**src/rtl/siso_frame_ctrl.sv**
```systemverilog
// Two-requester round-robin frame controller for an external DEPTH-stage SISO chain:
// serialises a word MSB-first onto sdin and recaptures it from sdout. Optional loopback check: SISO_CTRL_CHECK_EN.
module siso_frame_ctrl #(
  parameter int WIDTH = 8,
  parameter int DEPTH = 4
) (
  input  logic             clk,
  input  logic             rst,
  input  logic             req0_valid,
  input  logic [WIDTH-1:0] req0_data,
  output logic             req0_ready,
  input  logic             req1_valid,
  input  logic [WIDTH-1:0] req1_data,
  output logic             req1_ready,
  output logic             sdin,
  input  logic             sdout,
  output logic             busy,
  output logic             rx_valid,
  output logic [WIDTH-1:0] rx_data,
  output logic             rx_src,
  output logic             err
);

  localparam int CW = $clog2(WIDTH + DEPTH + 1);
  localparam logic [CW-1:0] CNT_LOAD  = CW'(WIDTH + DEPTH);
  localparam logic [CW-1:0] CNT_LASTB = CW'(DEPTH + 1);
  localparam logic [CW-1:0] CNT_CAP   = CW'(WIDTH);
  localparam logic [CW-1:0] CNT_DONE  = CW'(1);

  typedef enum logic [1:0] {IDLE, SHIFT, DRAIN} state_e;

  state_e           state_q, state_d;
  logic [CW-1:0]    cnt_q, cnt_d;
  logic [WIDTH-1:0] txsr_q, txsr_d;
  logic [WIDTH-1:0] cap_q, cap_d;
  logic [WIDTH-1:0] rx_data_q, rx_data_d;
  logic             sdin_q, sdin_d;
  logic             last_q, last_d;
  logic             rx_src_q, rx_src_d;
  logic             rxo_src_q, rxo_src_d;
  logic             rx_valid_q, rx_valid_d;

  logic             gnt0, gnt1, accept, frame_done;
  logic [WIDTH-1:0] word, cap_word;

  // last_q names the requester served most recently; the other one wins a tie.
  assign gnt0       = req0_valid & (~req1_valid | last_q);
  assign gnt1       = req1_valid & (~req0_valid | ~last_q);
  assign accept     = (state_q == IDLE) & (gnt0 | gnt1);
  assign frame_done = (state_q != IDLE) & (cnt_q == CNT_DONE);
  assign word       = gnt1 ? req1_data : req0_data;
  assign cap_word   = (cap_q << 1) | WIDTH'(sdout);

  assign req0_ready = (state_q == IDLE) & gnt0;
  assign req1_ready = (state_q == IDLE) & gnt1;
  assign sdin       = sdin_q;
  assign busy       = (state_q != IDLE);
  assign rx_valid   = rx_valid_q;
  assign rx_data    = rx_data_q;
  assign rx_src     = rxo_src_q;

  always_ff @(posedge clk or posedge rst) begin
    if (rst) begin
      state_q    <= IDLE;
      cnt_q      <= '0;
      txsr_q     <= '0;
      cap_q      <= '0;
      rx_data_q  <= '0;
      sdin_q     <= 1'b0;
      last_q     <= 1'b1;
      rx_src_q   <= 1'b0;
      rxo_src_q  <= 1'b0;
      rx_valid_q <= 1'b0;
    end else begin
      state_q    <= state_d;
      cnt_q      <= cnt_d;
      txsr_q     <= txsr_d;
      cap_q      <= cap_d;
      rx_data_q  <= rx_data_d;
      sdin_q     <= sdin_d;
      last_q     <= last_d;
      rx_src_q   <= rx_src_d;
      rxo_src_q  <= rxo_src_d;
      rx_valid_q <= rx_valid_d;
    end
  end

  // cnt counts edges remaining until the final capture; capture and shift windows overlap when WIDTH > DEPTH+1.
  always_comb begin
    state_d    = state_q;
    cnt_d      = cnt_q;
    txsr_d     = txsr_q;
    cap_d      = cap_q;
    rx_data_d  = rx_data_q;
    sdin_d     = 1'b0;
    last_d     = last_q;
    rx_src_d   = rx_src_q;
    rxo_src_d  = rxo_src_q;
    rx_valid_d = 1'b0;
    unique case (state_q)
      IDLE: begin
        if (accept) begin
          txsr_d   = word;
          sdin_d   = word[WIDTH-1];
          rx_src_d = gnt1;
          last_d   = gnt1;
          cnt_d    = CNT_LOAD;
          state_d  = SHIFT;
        end
      end
      SHIFT, DRAIN: begin
        cnt_d = cnt_q - CNT_DONE;
        if (state_q == SHIFT) begin
          if (cnt_q == CNT_LASTB) begin
            state_d = DRAIN;
          end else begin
            sdin_d = txsr_q[WIDTH-2];
            txsr_d = txsr_q << 1;
          end
        end
        if (cnt_q <= CNT_CAP) cap_d = cap_word;
        if (cnt_q == CNT_DONE) begin
          rx_valid_d = 1'b1;
          rx_data_d  = cap_word;
          rxo_src_d  = rx_src_q;
          state_d    = IDLE;
        end
      end
      default: state_d = IDLE;
    endcase
  end

`ifdef SISO_CTRL_CHECK_EN
  logic [WIDTH-1:0] tx_copy_q;
  logic             err_q;

  always_ff @(posedge clk or posedge rst) begin
    if (rst) begin
      tx_copy_q <= '0;
      err_q     <= 1'b0;
    end else begin
      if (accept) tx_copy_q <= word;
      err_q <= frame_done & (cap_word != tx_copy_q);
    end
  end

  assign err = err_q;
`else
  assign err = 1'b0;
`endif

endmodule

```
**config.mk**
```make
export PLATFORM = sky130hd
export DESIGN_NAME = siso_frame_ctrl
export DESIGN_NICKNAME = d
export VERILOG_FILES = /design/src/rtl/siso_frame_ctrl.sv
export SDC_FILE = /design/constraint.sdc
export NUM_CORES = 1
export LEC_CHECK = 0
export ABC_CLOCK_PERIOD_IN_PS = 2300
export CAP_MARGIN = 20
export CORE_ASPECT_RATIO = 1.5
export CORE_MARGIN = 2
export CORE_UTILIZATION = 50
export CTS_CLUSTER_DIAMETER = 100
export DETAILED_ROUTE_END_ITERATION = 8
export PLACE_DENSITY_LB_ADDON = 0.25
export REMOVE_ABC_BUFFERS = 1
export SYNTH_ARGS = -nofsm -noshare
export SYNTH_HDL_FRONTEND = slang
export SYNTH_SLANG_ARGS = --single-unit
```
**constraint.sdc**
```tcl
create_clock -name clk -period 2.3 [get_ports clk]
set_clock_uncertainty 0.1 [all_clocks]
set_input_delay 0.345 -clock clk [delete_from_list [all_inputs] [get_ports clk]]
set_output_delay 0.345 -clock clk [all_outputs]
set_load 0.01 [all_outputs]
```
Word-level counts from Yosys, hierarchy flattened

Cells that the tools add are included.

Muxes and demuxes: 18
Eq/ne operators: 9
Reductions and logical operators: 10
$lt $le $gt $ge: 1
$add $sub $neg: 1
Bitwise operators: 12

Operator list:

| cell                                                                | count |
|---|---|
| 7-bit two-way mux                                                   | 3 |
| 7-bit case mux with 2 select lines                                  | 1 |
| 2-bit two-way mux                                                   | 4 |
| 8-bit two-way mux                                                   | 1 |
| 8-bit by 1-bit bitwise OR with 8-bit output                         | 1 |
| 4-bit case mux with 2 select lines                                  | 1 |
| 2-bit AND reduction                                                 | 4 |
| 2-bit != test (second input constant)                               | 3 |
| 3-bit != test (second input constant)                               | 2 |
| 1-bit AND                                                           | 5 |
| 1-bit two-way mux                                                   | 5 |
| 4-bit by 1-bit == test with 1-bit output (second input constant)    | 1 |
| 4-bit by 3-bit == test with 1-bit output (second input constant)    | 1 |
| 4-bit <= comparator (second input constant)                         | 1 |
| 4-bit two-way mux                                                   | 1 |
| 2-bit case mux with 2 select lines                                  | 1 |
| 4-bit AND reduction                                                 | 1 |
| 2-bit nonzero test                                                  | 2 |
| 4-bit by 1-bit subtractor with 4-bit output (second input constant) | 1 |
| 1-bit NOT                                                           | 3 |
| 1-bit bitwise OR                                                    | 3 |
| 3-bit AND reduction                                                 | 1 |
| 2-bit by 1-bit == test with 1-bit output (second input constant)    | 1 |
| 2-bit == test (second input constant)                               | 1 |
| other kinds (3)                                                     | 3 |

Input port bits: 21
Output and inout port bits: 15
Flip-flop bits (word level): 33
Logic and storage cells: 61

Longest topological paths before layout

Gate-level depths: netlist of the first run.

Word-level depth: 7
Gate-level depth with buffers: 8
Mapped depth without buffers: 6

Worst setup path after synthesis of the first run

No wires, ideal clock.

Path kind: reg2reg
Start: register state_q[0]
End: register txsr_q[0]
Path buffers: 2
Setup slack: 494 ps
Period minus slack after synthesis: 1806 ps
Required time: 2104 ps
Data arrival time: 1610 ps
Setup time: 96 ps
Cell stages (with the launch flop): 9
Path through: dfrtp_1 > inv_1 > ha_1 > or3b_1 > buf_6 > o2111ai_2 > buf_8 > nand2_1 > o31ai_1

Cells in the longest elaborated chain, start to end: 4
Elaborated cells on any way between the ends: 11
Classes of those cells: eq/ne (5); mux (1); bitwise (1); reduce/logical (4)

Ends and longest elaborated chain:

| what                                                                        | RTL line | RTL |
|---|---|---|
| start: declaration                                                          | 32       | `state_e state_q, state_d;` |
| start signal: assignment                                                    | 75       | `state_q <= state_d;` |
| 2-bit by 1-bit == test with 1-bit output (tied with other cells)            | 100, 113 |  |
| 2-bit OR reduction / 1-bit AND (equally long branches)                      | 100, 49  |  |
| 2-bit != test (no source line) / 2-bit nonzero test (equally long branches) | -        |  |
| 4-bit AND reduction (no source line)                                        | -        |  |
| end signal: assignment                                                      | 77       | `txsr_q <= txsr_d;` |
| end: declaration                                                            | 34       | `logic [WIDTH-1:0] txsr_q, txsr_d;` |

Several ways; a longest one is shown, not always the timed one.
A chain may end at the register's enable or synchronous reset.

Worst setup path after layout of the first run

Start: register state_q[1]
End: output port req1_ready

Cells in the longest elaborated chain, start to end: 2

Ends and longest elaborated chain:

| what              | RTL line | RTL |
|---|---|---|
| 2-bit logical NOT | 55       | `assign req1_ready = (state_q == IDLE) & gnt1;` |
| 1-bit AND         | 55       |  |
| end: declaration  | 14       | `output logic req1_ready,` |

No other way between the ends.

==> impl_metrics.ini, run 1 <==
[pwr]
ir_drop_v = 0.000877
p_sw_w = 0.00101
pwr-share-clk_pct = 15.0
p_int_w = 0.00180
p_seq_share_pct = 35.7
p_leak_nw = 0.946
combPwrFrac_pct = 49.3
switching_share_pct = 35.9
power_density_nw_per_um2 = 1330

[global_routing]
grt_use_total_pct = 17.9
grt_pass1_wl_um = 4910
grt_max_degree = 34
grt-ovfl-total = 0
grt_pass1_vias = 1186
antenna_found_initial = 0

[layout]
seq_area_um2 = 827
fin_nets = 205
final-instance-count-excl-fill = 218
diodes = 0
drive_gt1_share_pct = 23.6
finalInstanceArea_um2 = 2110
fillCellCount = 246
fin_util_pct = 66.7
syn_to_final_growth_pct = 27.0
multi_input_comb_area_um2 = 743

[timing]
hold_viol_final = 0
setup_violations = 0
whs_ns = 0.357
tightest_slew_ns = 0.639
timing.final.crit_share_pct = 95.7
timing.fmax_mhz = 454
maxSlewHeadroom_pct = 57.4
fin_crit_ns = 2.20
drv_slew = 0

[setup_path]
slowest_stage = clkdlybuf4s50_1
critPathKind = reg -> out
startpoint = state_q[1]
critPathMaxFanout = 7
crit_path_start_kind = flip-flop
slowest_delay_ns = 0.54
crit_top_cell = inv_1
r2r_start = cnt_q[1]
critPathCaptureType = primary output
cp.required_ns = 1.86
crit_arrival_ns = 1.76
path_cells = inv_1 > ha_4 > inv_1 > nor2_1 > clkdlybuf4s50_1

[drt]
drtPass1Iterations = 4
route.detailed.drc = 0
avgRoutedWirePerCell_um = 13.2
wl_um = 2890
drtIter0Drc = 10
via_per_inst = 5.39
ant_nets = 0
vias = 1175

[floorplan]
die_w_um = 51.0
ios = 36
initial_core_util_pct = 52.5
die_h_um = 74.6
die-area_um2 = 3800
core_um2 = 3160
placementRows = 25

[place]
place_congestion = 0.767
placed_area_um2 = 2010
io_buffers = 34
dpl.cell_count = 211
place_hpwl_um = 2260

[synth]
synthFlopType = dfrtp_1
synth_top_area_share_pct = 48.3
synth.distinct_cells = 37
syn_area_per_cell_um2 = 11.8
synth_cells = 141
synthArstFlopShare_pct = 100
syn_area_um2 = 1660
ys_ff_latch = 33
yosys-top-cells-area = dfrtp_1 (48%), mux2_2 (15%), mux2i_1 (4.8%)
yosysSeqAreaShare_pct = 49.8
yosysWarnings = 0
synth_edf_count = 0
synth_area_leader_cell = dfrtp_1

[worst_hold_path]
min_path_type = in -> async

[cts]
clkLatencyLatePin_ns = 0.28
htree_num_levels = 2
cts_tree = yes
clk_pin_slew_ns = 0.06
clock-sinks = 33
cts_buffers = 5
ctsHoldBuffers = 0
ctsLongestPathBuffers = 2
cts_root_buf = clkbuf_8

[outcome]
status = complete, no violations

[flow_run]
drv_cap = 0
-- worst paths after layout --
kind / endpoint / slack [ns] / depth (start not counted)
max reg2reg: rx_data[3] / 0.41 / 6
min in group clk: txsr_q[4] / 0.39 / 2
max in group asynchronous: last_q / 1.43 / 3
max: req1_ready / 0.1 / 5
min reg2reg: txsr_q[4] / 0.39 / 2
min: rx_data[2] / 0.36 / 3
-- routing by layer --
layer / global-route usage [%] / share of wire, %
met4: 8.11 / 2.3
met1: 16.1 / 35
met2: 35.5 / 58
met3: 5.42 / 4.7
met5: 0 / 0
-- cell usage after synthesis, types with 2 or more instances --
cell      n
nor2_1    6
mux2i_1   8
nand2_1  11
o22ai_1   2
mux2_2   22
a21oi_1   3
inv_1     8
buf_2     2
ha_1      6
nor2b_1   2
dfrtp_1  32
nand3_1   2
buf_6     3
o21ai_0   9
o21ai_2   3
-- final cells by class --
class	count	share of cell area, %
Sequential cell	33	39.3
Multi-Input combinational cell	92	35.3
Timing Repair Buffer	38	17.6
Clock buffer	7	4.10
Tap cell	40	2.38
Inverter	8	1.43
-- registers in the layout, indices dropped and copies added, names as in the netlist, 2 cells and up --
| register | cells |
|---|---|
| state_q | 2 |
| rx_data | 8 |
| txsr_q | 7 |
| cap_q | 7 |
| cnt_q | 4 |
-- kinds of logic after synthesis --
family / share of synthesized area (%)
AND/OR/NAND/NOR: 8.75
multiplexers: 19.8
AO/OA/AOI/OAI: 10.8
other: 0.226
adder cells (fa/ha/maj): 4.52
flip-flops: 49.8
buffers and inverters: 6.11
-- power by group through the flow --
stage               Sequential, W  Clock [W]  Combinational (W)
global placement         0.000998          0            0.00131
finish                    0.00100   0.000421            0.00138
floorplan                 0.00100          0           0.000919
detailed placement        0.00102          0            0.00136
global route              0.00105   0.000462            0.00151
CTS                       0.00101   0.000435            0.00137
-- layout by cell type, fill, tap and decap left out --
master	instances
a22o_2	1
clkbuf_8	6
a21oi_1	3
dfrtp_1	32
nand2_1	11
o22ai_1	2
a32oi_1	1
a22oi_1	1
dfstp_2	1
mux2_2	22
or3b_1	1
a31o_2	1
or2b_2	1
o21a_1	1
mux2i_1	8
nor3b_1	1
nand4b_1	1
nand2b_1	1
o21ai_0	9
o21ai_1	1
ha_4	1
and2_1	1
ha_1	5
nor3_1	1
o2111ai_2	1
nor2b_1	2
conb_1	1
nand3_1	2
clkbuf_1	1
nor2_1	6
o31ai_1	1
inv_1	8
a21bo_2	1
nand3b_1	1
o21ai_2	3
buf_4	4
clkdlybuf4s50_1	34
-- repair_timing --
action	CTS	global route
gates resized for setup	1	1
setup buffers	0	0
endpoints found under the setup margin	2	2
pin swaps	0	0
cloned	0	0
-- metrics by stage --
step | power [W] | TNS, ns | setup slack, ns
2_1_floorplan | 0.00192 | 0 | 0.334
3_3_place_gp | 0.00231 | 0 | 0.166
3_5_place_dp | 0.00237 | 0 | 0.133
4_1_cts | 0.00281 | 0 | 0.0366
5_1_grt | 0.00302 | -0.00623 | -0.00623
6_report | 0.00281 | 0 | 0.0983
-- critical path, delay by kind of cell, from the launching register on --
family | cells | cell delay (ns)
simple gates | 1 | 0.10
fa+ha+maj | 1 | 0.20
flops | 1 | 0.40
buf+inv | 3 | 0.77
No activity file was read; power rests on OpenSTA's default activity.
==> run 2, diff against run 1 <==
--- a/config.mk
+++ b/config.mk
@@ -12,6 +12,7 @@
 export CORE_UTILIZATION = 50
 export CTS_CLUSTER_DIAMETER = 100
 export DETAILED_ROUTE_END_ITERATION = 8
+export GPL_TIMING_DRIVEN = 0
 export PLACE_DENSITY_LB_ADDON = 0.25
 export REMOVE_ABC_BUFFERS = 1
 export SYNTH_ARGS = -nofsm -noshare
==> impl_metrics.ini, run 2 (synthesis results as in run 1) <==
[outcome]
status = complete, no violations

[setup_path]
path_cells = inv_1 > ha_4 > nand2_1 > nor2_1 > clkdlybuf4s50_1
slowest_delay_ns = 0.55
critPathMaxFanout = 7
crit_path_start_kind = flip-flop
cp_top_family = buffers and inverters
critPathCaptureType = primary output
r2r_slack_ns = 0.32
reg2reg_depth = 5
slowest_stage = clkdlybuf4s50_1
crit_arrival_ns = 1.77
r2r_start = state_q[1]
cp.required_ns = 1.86
cp_num_buf_inv = 2
critPathKind = reg -> out
r2r-end = txsr_q[5]

[pwr]
power_density_nw_per_um2 = 1320
power.total_w = 0.00278
ir_drop_v = 0.000649
switching_share_pct = 36.6
p_leak_nw = 0.958
p_int_w = 0.00176
p_seq_share_pct = 36.3
combPwrFrac_pct = 48.7
pwr-share-clk_pct = 15.0
p_sw_w = 0.00102

[layout]
mostFrequentLayoutCell = clkdlybuf4s50_1
fillCellCount = 247
diodes = 0
final-instance-count-excl-fill = 216
fin_util_pct = 66.8
largest_reg_flops = 8
final_cell_mix = clkdlybuf4s50_1 (33), dfrtp_1 (32), mux2_2 (22)
fin_nets = 202
drive_gt1_share_pct = 23.3
syn_to_final_growth_pct = 27.1

[floorplan]
ios = 36
die_h_um = 74.6
core_um2 = 3160
placementRows = 25
die_w_um = 51.0
initial_core_util_pct = 52.5
die-area_um2 = 3800

[timing]
setup_violations = 0
hold_viol_final = 0
grt_setup_unrepaired = false
tightest_slew_ns = 0.647
maxSlewHeadroom_pct = 56.8
timing.final.crit_share_pct = 96.3
timing.fmax_mhz = 451
fin_crit_ns = 2.22
setup-tns-final_ns = 0
drv_slew = 0

[cts]
clk_pin_slew_ns = 0.07
cts_buffers = 5
htree_num_levels = 2
ctsHoldBuffers = 0
clkLatencyLatePin_ns = 0.28
cts_root_buf = clkbuf_8
cts_tree = yes
ctsLongestPathBuffers = 2
clock-sinks = 33

[drt]
avgRoutedWirePerCell_um = 13.2
route.detailed.drc = 0
drtPass1Iterations = 4
vias = 1158
ant_nets = 0
via_per_inst = 5.36
drtIter0Drc = 13
wl_um = 2860

[worst_hold_path]
min_path_type = in -> async

[global_routing]
busiest_layer = met2
grt_use_total_pct = 17.4
antenna_found_initial = 0
grt_max_degree = 20
grt_pass1_wl_um = 4920
grt-ovfl-total = 0
met1_usage_pct = 16.9
grt_pass1_vias = 1161
grt_use_met3_pct = 4.82
grt_use_met2_pct = 33.3

[place]
place_congestion = 0.698
io_buffers = 34
dpl.cell_count = 208
place_hpwl_um = 2190

[flow_run]
drv_cap = 0
run 2: worst max path at each step:
stage          startpoint          to  depth (start not counted)
5_1_grt        state_q[1]  req0_ready                          5
4_1_cts        req1_valid  req1_ready                          4
3_5_place_dp   state_q[0]  rx_data[7]                          4
2_1_floorplan  state_q[0]  rx_data[0]                          4
3_3_place_gp   req1_valid  req1_ready                          4
6_report       state_q[1]  req0_ready                          5
run 2: timing repair:
item                       CTS  global route
cloned                       0             0
buffers inserted             0             0
resized for setup            1             4
setup endpoints to repair    3             2
pin swaps                    0             0
run 2: cell type report:
| class | count | area, um2 | share of cell area [%] |
|---|---|---|---|
| Multi-Input combinational cell | 92 | 749 | 35.5 |
| Timing Repair Buffer | 35 | 370 | 17.6 |
| Clock inverter | 2 | 10.0 | 0.474 |
| Inverter | 8 | 30.0 | 1.42 |
| Sequential cell | 33 | 827 | 39.2 |
| Tap cell | 40 | 50.0 | 2.37 |
| Clock buffer | 6 | 72.6 | 3.44 |
run 2: layer usage:
| metal | part of all wire (%) | wire length, um | vias up |
|---|---|---|---|
| li1 | - | - | 557 |
| met1 | 39 | 1100 | 565 |
| met2 | 56 | 1600 | 30 |
| met3 | 3.7 | 105 | 6 |
| met4 | 1.9 | 55 | 0 |
| met5 | 0 | 0 | - |
run 2: power groups by stage:
stage	registers, W	clock network [W]	logic [W]
after detailed placement	0.00102	0	0.00132
after global routing	0.00105	0.000448	0.00150
after global placement	0.000999	0	0.00127
after floorplan	0.00100	0	0.000919
final	0.00101	0.000416	0.00136
after CTS	0.00101	0.000425	0.00133
run 2: metrics by stage:
stage	cell area (um2)	setup slack [ns]	hold WS (ns)
6_report	2110	0.0844	0.358
5_1_grt	2110	0.0210	0.418
2_1_floorplan	1590	0.334	0.348
4_1_cts	2090	0.0179	0.380
3_3_place_gp	1980	0.0356	0.367
3_5_place_dp	2010	0.00601	0.374
==> run 3, diff against run 2 <==
--- a/config.mk
+++ b/config.mk
@@ -8,7 +8,6 @@
 export ABC_CLOCK_PERIOD_IN_PS = 2300
 export CAP_MARGIN = 20
 export CORE_ASPECT_RATIO = 1.5
-export CORE_MARGIN = 2
 export CORE_UTILIZATION = 50
 export CTS_CLUSTER_DIAMETER = 100
 export DETAILED_ROUTE_END_ITERATION = 8
==> constraint.sdc (replaced) <==
create_clock -name clk -period 2.3 [get_ports clk]
set_clock_uncertainty 0.1 [all_clocks]
set_input_delay 0.345 -clock clk [delete_from_list [all_inputs] [get_ports clk]]
set_output_delay 0.345 -clock clk [all_outputs]
set_load 0.1 [all_outputs]
==> impl_metrics.ini, run 3 (synthesis results as in run 1) <==
[outcome]
status = complete, no violations

[global_routing]
grt_use_total_pct = 19.0
grt-ovfl-total = 0
grt_pass1_wl_um = 4990
busiest_layer = met2
grt_use_met2_pct = 35.8
met1_usage_pct = 18.3
grt_pass1_vias = 1179
grt_max_degree = 19
grt_use_met3_pct = 5.66
antenna_found_initial = 0

[floorplan]
die_h_um = 72.6
ios = 36
initial_core_util_pct = 52.5
core_um2 = 3160
die-area_um2 = 3560
placementRows = 25
die_w_um = 49.0

[drt]
vias = 1131
drtIter0Drc = 23
drtPass1Iterations = 4
ant_nets = 0
route.detailed.drc = 0
avgRoutedWirePerCell_um = 12.7
via_per_inst = 5.24
wl_um = 2740

[timing]
timing.fmax_mhz = 453
tightest_slew_ns = 0.970
maxSlewHeadroom_pct = 35.2
fin_crit_ns = 2.21
setup_violations = 0
drv_slew = 0
hold_viol_final = 0
grt_setup_unrepaired = false
timing.final.crit_share_pct = 96.1
whs_ns = 0.378

[cts]
clock-sinks = 33
cts_root_buf = clkbuf_8
clkLatencyLatePin_ns = 0.28
clk_pin_slew_ns = 0.06
htree_num_levels = 2
cts_buffers = 5
ctsLongestPathBuffers = 2
ctsHoldBuffers = 0
cts_tree = yes

[setup_path]
cp.required_ns = 1.86
slowest_stage = clkdlybuf4s50_1
cp_top_family = buffers and inverters
cp_num_buf_inv = 1
path_cells = clkdlybuf4s50_1
critPathCaptureType = primary output
critPathMaxFanout = 2
slowest_delay_ns = 1.14
r2r_slack_ns = 0.21
crit_arrival_ns = 1.76
crit_path_start_kind = flip-flop
critPathKind = reg -> out

[layout]
drive_gt1_share_pct = 25.0
mostFrequentLayoutCell = dfrtp_1
syn_to_final_growth_pct = 26.6
final_cell_mix = dfrtp_1 (32), clkdlybuf4s50_1 (31), mux2_2 (22)
diodes = 0
largest_reg_flops = 8
fin_nets = 202

[flow_run]
drv_cap = 0

[place]
place_hpwl_um = 2070
io_buffers = 34
place_congestion = 0.708

[worst_hold_path]
min_path_type = in -> async
run 3: layer usage:
metal | routed length [um] | vias to the layer above | part of all wire [%]
li1 | - | 549 | -
met1 | 1040 | 547 | 38
met2 | 1540 | 30 | 56
met3 | 92 | 5 | 3.4
met4 | 59 | 0 | 2.2
met5 | 0 | - | 0
run 3: repair_timing:
item                                    in CTS  in global routing
gates resized for setup                     13                  1
endpoints found under the setup margin       3                 12
buffers inserted                             0                  0
run 3: final timing paths:
check	start	end	depth (start not counted)
setup / recovery	rx_data[7]	rx_data[7]	1
hold / removal	rst	cnt_q[2]	2
setup reg to reg	state_q[1]	rx_data[7]	4
hold reg to reg	txsr_q[2]	txsr_q[2]	2
max in group asynchronous	rst	last_q	3
min in group clk	txsr_q[2]	txsr_q[2]	2
run 3: metrics by stage:
stage / instances / setup TNS, ns / worst slack (ns) / util (%) / cell area [um2]
2_1_floorplan: 133 / -0.956 / -0.729 / - / 1590
3_3_place_gp: 207 / -1.09 / -0.561 / 62.6 / 1980
3_5_place_dp: 208 / -1.13 / -0.576 / 63.5 / 2010
4_1_cts: 216 / 0 / 0.00435 / 66.4 / 2100
5_1_grt: 216 / 0 / 0.0476 / 66.5 / 2100
6_report: 216 / 0 / 0.0908 / 66.5 / 2100
run 3: cell type report:
type                    count  area, um2
clock inverters             1       5.00
flip-flops and latches     33        827
inverters                   8       30.0
multi-input cells          92        733
well taps                  40       50.0
clock buffers               7       96.3
repair buffers             35        359
fillers                   251       1060
Power of run 3 is left out: the tool's default activity adds up to more than one toggle a clock period on the data nets, which glitch-free logic cannot reach.
